File: src/rtl/ram_sp_fifo_ctrl.sv
`default_nettype none
// ============================================================================
//  Module      : ram_sp_fifo_ctrl
//  Description : FIFO controller wrapped around an external single-port RAM.
//                Arbitrates push/pop onto the one RAM port, holds pointers,
//                occupancy count and full/empty flags.
//  Revision    : 1.0 - initial release
// ============================================================================
module ram_sp_fifo_ctrl #(
  parameter int DW    = 5,
  parameter int AW    = 4,
  parameter int DEPTH = 16
) (
  input  logic          clk,
  input  logic          rst,
  input  logic          flush,
  input  logic          wr_en,
  input  logic [DW-1:0] wr_data,
  output logic          wr_ack,
  input  logic          rd_en,
  output logic          rd_ack,
  output logic          rd_valid,
  output logic [DW-1:0] rd_data,
  output logic [AW-1:0] ram_addr,
  output logic          ram_we,
  output logic [DW-1:0] ram_din,
  input  logic [DW-1:0] ram_dout,
  output logic [AW:0]   count,
  output logic          full,
  output logic          empty
);

  localparam logic [AW:0] C_FULL_COUNT = (AW+1)'(DEPTH);

  logic [AW-1:0] wptr_q, wptr_d;
  logic [AW-1:0] rptr_q, rptr_d;
  logic [AW:0]   count_q, count_d;
  logic          prio_q, prio_d;
  logic          rd_valid_q, rd_valid_d;

  logic          push_elig, pop_elig, push_gnt, pop_gnt;

  assign full  = (count_q == C_FULL_COUNT);
  assign empty = (count_q == '0);
  assign count = count_q;

  // Arbitrate the single RAM port and compute next state for pointers/count.
  always_comb begin
    push_elig  = wr_en && !full;
    pop_elig   = rd_en && !empty;
    push_gnt   = 1'b0;
    pop_gnt    = 1'b0;
    wptr_d     = wptr_q;
    rptr_d     = rptr_q;
    count_d    = count_q;
    prio_d     = prio_q;
    rd_valid_d = 1'b0;

    if (!rst && !flush) begin
      if (push_elig && pop_elig) begin
        // prio=0 favours the write side; flip so contention alternates
        push_gnt = !prio_q;
        pop_gnt  = prio_q;
        prio_d   = !prio_q;
      end else begin
        push_gnt = push_elig;
        pop_gnt  = pop_elig;
      end
    end

    if (push_gnt) begin
      wptr_d  = wptr_q + 1'b1;
      count_d = count_q + 1'b1;
    end
    if (pop_gnt) begin
      rptr_d     = rptr_q + 1'b1;
      count_d    = count_q - 1'b1;
      rd_valid_d = 1'b1;
    end

    // flush empties the FIFO but keeps the arbitration fairness state
    if (flush) begin
      wptr_d     = '0;
      rptr_d     = '0;
      count_d    = '0;
      rd_valid_d = 1'b0;
    end
  end

  assign wr_ack   = push_gnt;
  assign rd_ack   = pop_gnt;
  assign ram_we   = push_gnt;
  assign ram_addr = push_gnt ? wptr_q : rptr_q;
  assign ram_din  = wr_data;
  assign rd_data  = ram_dout;
  // A read already in flight is squashed by a clear in its data cycle
  assign rd_valid = rd_valid_q && !flush && !rst;

  // State registers with synchronous reset.
  always_ff @(posedge clk) begin
    if (rst) begin
      wptr_q     <= '0;
      rptr_q     <= '0;
      count_q    <= '0;
      prio_q     <= 1'b0;
      rd_valid_q <= 1'b0;
    end else begin
      wptr_q     <= wptr_d;
      rptr_q     <= rptr_d;
      count_q    <= count_d;
      prio_q     <= prio_d;
      rd_valid_q <= rd_valid_d;
    end
  end

endmodule
`default_nettype wire

File: config.mk
export PLATFORM = sky130hd
export DESIGN_NAME = ram_sp_fifo_ctrl
export DESIGN_NICKNAME = d
export VERILOG_FILES = /design/src/rtl/ram_sp_fifo_ctrl.sv
export SDC_FILE = /design/constraint.sdc
export NUM_CORES = 1
export LEC_CHECK = 0
export CORE_ASPECT_RATIO = 0.75
export CORE_UTILIZATION = 46
export DETAILED_ROUTE_END_ITERATION = 10
export GPL_TIMING_DRIVEN = 0
export PLACE_DENSITY = 0.84
export SYNTH_ARGS = -nofsm -noshare
export SYNTH_HDL_FRONTEND = slang
export SYNTH_SLANG_ARGS = --single-unit
File: constraint.sdc
create_clock -name clk -period 6.2 [get_ports clk]
set_input_delay 1.24 -clock clk [delete_from_list [all_inputs] [get_ports clk]]
set_output_delay 1.24 -clock clk [all_outputs]
set_load 0.005 [all_outputs]
==> impl_metrics.csv <==
group,metric,value,unit
global_routing,antenna_found_initial,0,
floorplanning,die_area,2346,um2
yosys,synth_ff_type,"dfxtp_1",
placed_design,place_ws,1774,ps
clocking,cts_made_buffers,3,
timing,min_period,4439,ps
power_and_ir_drop,vdd_ir_drop_max,0.1454,mV
yosys,synth_area_per_cell,9.009,um2
layout,layout_commonest_cell,"clkdlybuf4s50_1",
timing,fin_crit_sh,71.60,%
critical_path,max_stage_delay,510,ps
floorplanning,core_area,2014,um2
detailed_routing,drt_iter0_drc,18,
timing,fin_skew,1.638,ps
global_routing,grt_overflow_total,0,
timing,setup_tns,0,ps
yosys,synth_edf_count,0,
status,status,"complete, no violations",
clocking,clkSinkCount,15,
detailed_routing,wl,2.090,mm
layout,drive_gt1_share,20.28,%
clocking,post-cts-setup-buffers,0,
yosys,seq_area_frac_synth,30.30,%
clocking,clk_pin_slew,100,ps
timing,max_freq,225.3,MHz
critical_path,cp-end-kind,"output pin",
layout,area_growth,35.35,%
layout,utilization,66.58,%
layout,diodes,0,
timing,setup_viol_count_final,0,
timing,relSlewSlack,67.74,%
detailed_routing,vias,867,
clocking,worst_skew_pair.late_latency,300,ps
floorplanning,dieWidth,55.60,um
yosys,synthArstFlopShare,0,%
critical_path,path_cells,"clkdlybuf4s50_1 -> a21boi_1 -> a21oi_2 -> nand2_4 -> mux2_4 -> clkdlybuf4s50_1",
power_and_ir_drop,p_leak,0.5619,nW
critical_path,start_kind,"primary input",
critical_path,worstPathArrival,3200,ps
yosys,yosysWarnings,0,
detailed_routing,ant_nets,0,
layout,layout_common_cells,"29 x clkdlybuf4s50_1, 15 x nor2_1, 15 x dfxtp_1",
critical_path,worst-path-buf-inv,2,
global_routing,grt.total_usage,19.93,%
timing,final_hold_viol_count,0,
power_and_ir_drop,power_density,156.5,nW/um2
clocking,root_buffer,"clkbuf_4",
global_routing,grt_pass1_vias,802,
run,drv_cap,0,
floorplanning,io-pin-count,40,
timing,slew_viol_final,0,
clocking,cts_tree,"built",
clocking,hold_buffers,0,
clocking,clockBufferDepth,2,
critical_path,cpMaxStageDelayCell,"clkdlybuf4s50_1",
critical_path,worstPathMaxFanout,5,
yosys,ys_types,36,
hold_path,min_path_type,"flop to flop",
clocking,cts_resized,0,
layout,nNetsFinal,165,
detailed_routing,drt_first_pass_iters,6,
global_routing,grt_max_degree,11,
floorplanning,die_h,42.20,um
critical_path,reg2reg_setup_slack,3170,ps
yosys,synth_area,991.0,um2
floorplanning,row_count,14,
yosys,synthCells,110,
placed_design,dp_hpwl,1.677,mm
detailed_routing,avgViaCountPerCell,5.192,
timing,worst_pin_slew,482.1,ps
critical_path,path_common_cell,"clkdlybuf4s50_1",
critical_path,crit_family,"buffers and inverters",
clocking,cts_htree_levels,1,
critical_path,worstSetupPathType,"primary input to output pin",
floorplanning,start_util,49.19,%
placed_design,port_buffers,29,
global_routing,grt_first_pass_wirelength,3.581,mm
power_and_ir_drop,p_total,0.2100,mW
timing,layout_setup_ws,1761,ps
detailed_routing,drc,0,
critical_path,worstPathRequired,4960,ps
placed_design,gp_routability_congestion,0.8317,
timing,rsz0062_at_grt,"no",
yosys,synth_seq_cells,15,
detailed_routing,drt-wirelength-per-cell,12.51,um
yosys,syn-num-nets,131,
## worst reg2reg max path: cells and delay by family (launching register included)
kind                     cells  cell delay, ps
adder cells (fa/ha/maj)      1             350
buffers and inverters        1             130
AND/OR/NAND/NOR              5            1160
flip-flops                   1             390
AO/OA/AOI/OAI                4             900
## cell usage after synthesis, drive strengths merged, types with 2 or more instances
library cell,number,area share (%)
a21boi,3,2.3
a21oi,4,2.4
buf,11,8.3
dfxtp,15,30
ha,5,6.3
inv,7,2.7
mux2,4,6.1
mux2i,2,2.0
nand2,5,2.9
nand3,6,3.0
nor2,15,5.7
nor2b,2,1.3
nor3,2,1.0
o21ai,6,4.5
xnor2,7,6.2
xor2,3,2.7
## registers in the layout (all words and copies together) (netlist names)
name        count
prio_q          1
count           5
rd_valid_q      1
rptr_q          4
wptr_q          4
## path summary, 6_finish.rpt
check,start,cells past startpoint,to
setup / recovery,rd_en,6,ram_addr[1]
hold / removal,rptr_q[1],2,rptr_q[1]
setup reg to reg,count[0],11,count[4]
hold reg to reg,rptr_q[1],2,rptr_q[1]
## layer usage
layer / global-route usage [%] / wire length (um) / vias up
met1: 27.67 / 975 / 407
met4: 4.500 / 0 / 0
li1: - / - / 428
met5: 0 / 0 / -
met2: 29.88 / 978 / 32
met3: 6.790 / 135 / 0
## area by class of cell
class                           instances  area (um2)
Buffer                                 12       86.33
Clock buffer                            3       22.52
Clock inverter                          1       7.507
Fill cell                             177       673.1
Inverter                                7       26.28
Multi-Input combinational cell         76       578.1
Sequential cell                        15       300.3
Tap cell                               24       30.03
Timing Repair Buffer                   29       290.3
## power by group
| group | internal, mW | switching (mW) |
|---|---|---|
| registers | 0.0983 | 0.00301 |
| clock network | 0.0246 | 0.0380 |
| logic | 0.0265 | 0.0196 |
| total | 0.149 | 0.0606 |
## logic make-up (layout without fill, tap and decap cells)
kind of cell / after synthesis / in the layout / synth area share, %
compound gates: 17 / 17 / 13.00
fa+ha+maj: 6 / 6 / 8.333
buf+inv: 19 / 52 / 11.36
xor+xnor: 10 / 10 / 8.839
flops: 15 / 15 / 30.30
simple gates: 37 / 37 / 20.08
mux: 6 / 6 / 8.081
## through the flow
step | hold WS [ps] | area, um2 | cells
after global routing | 571.6 | 1341 | 167
final | 536.5 | 1341 | 167
after global placement | 500.5 | 1311 | 163
after CTS | 543.6 | 1341 | 167
after detailed placement | 521.8 | 1311 | 163
after floorplan | 479.2 | 991.0 | 110
No activity file was read; power rests on OpenSTA's default activity.
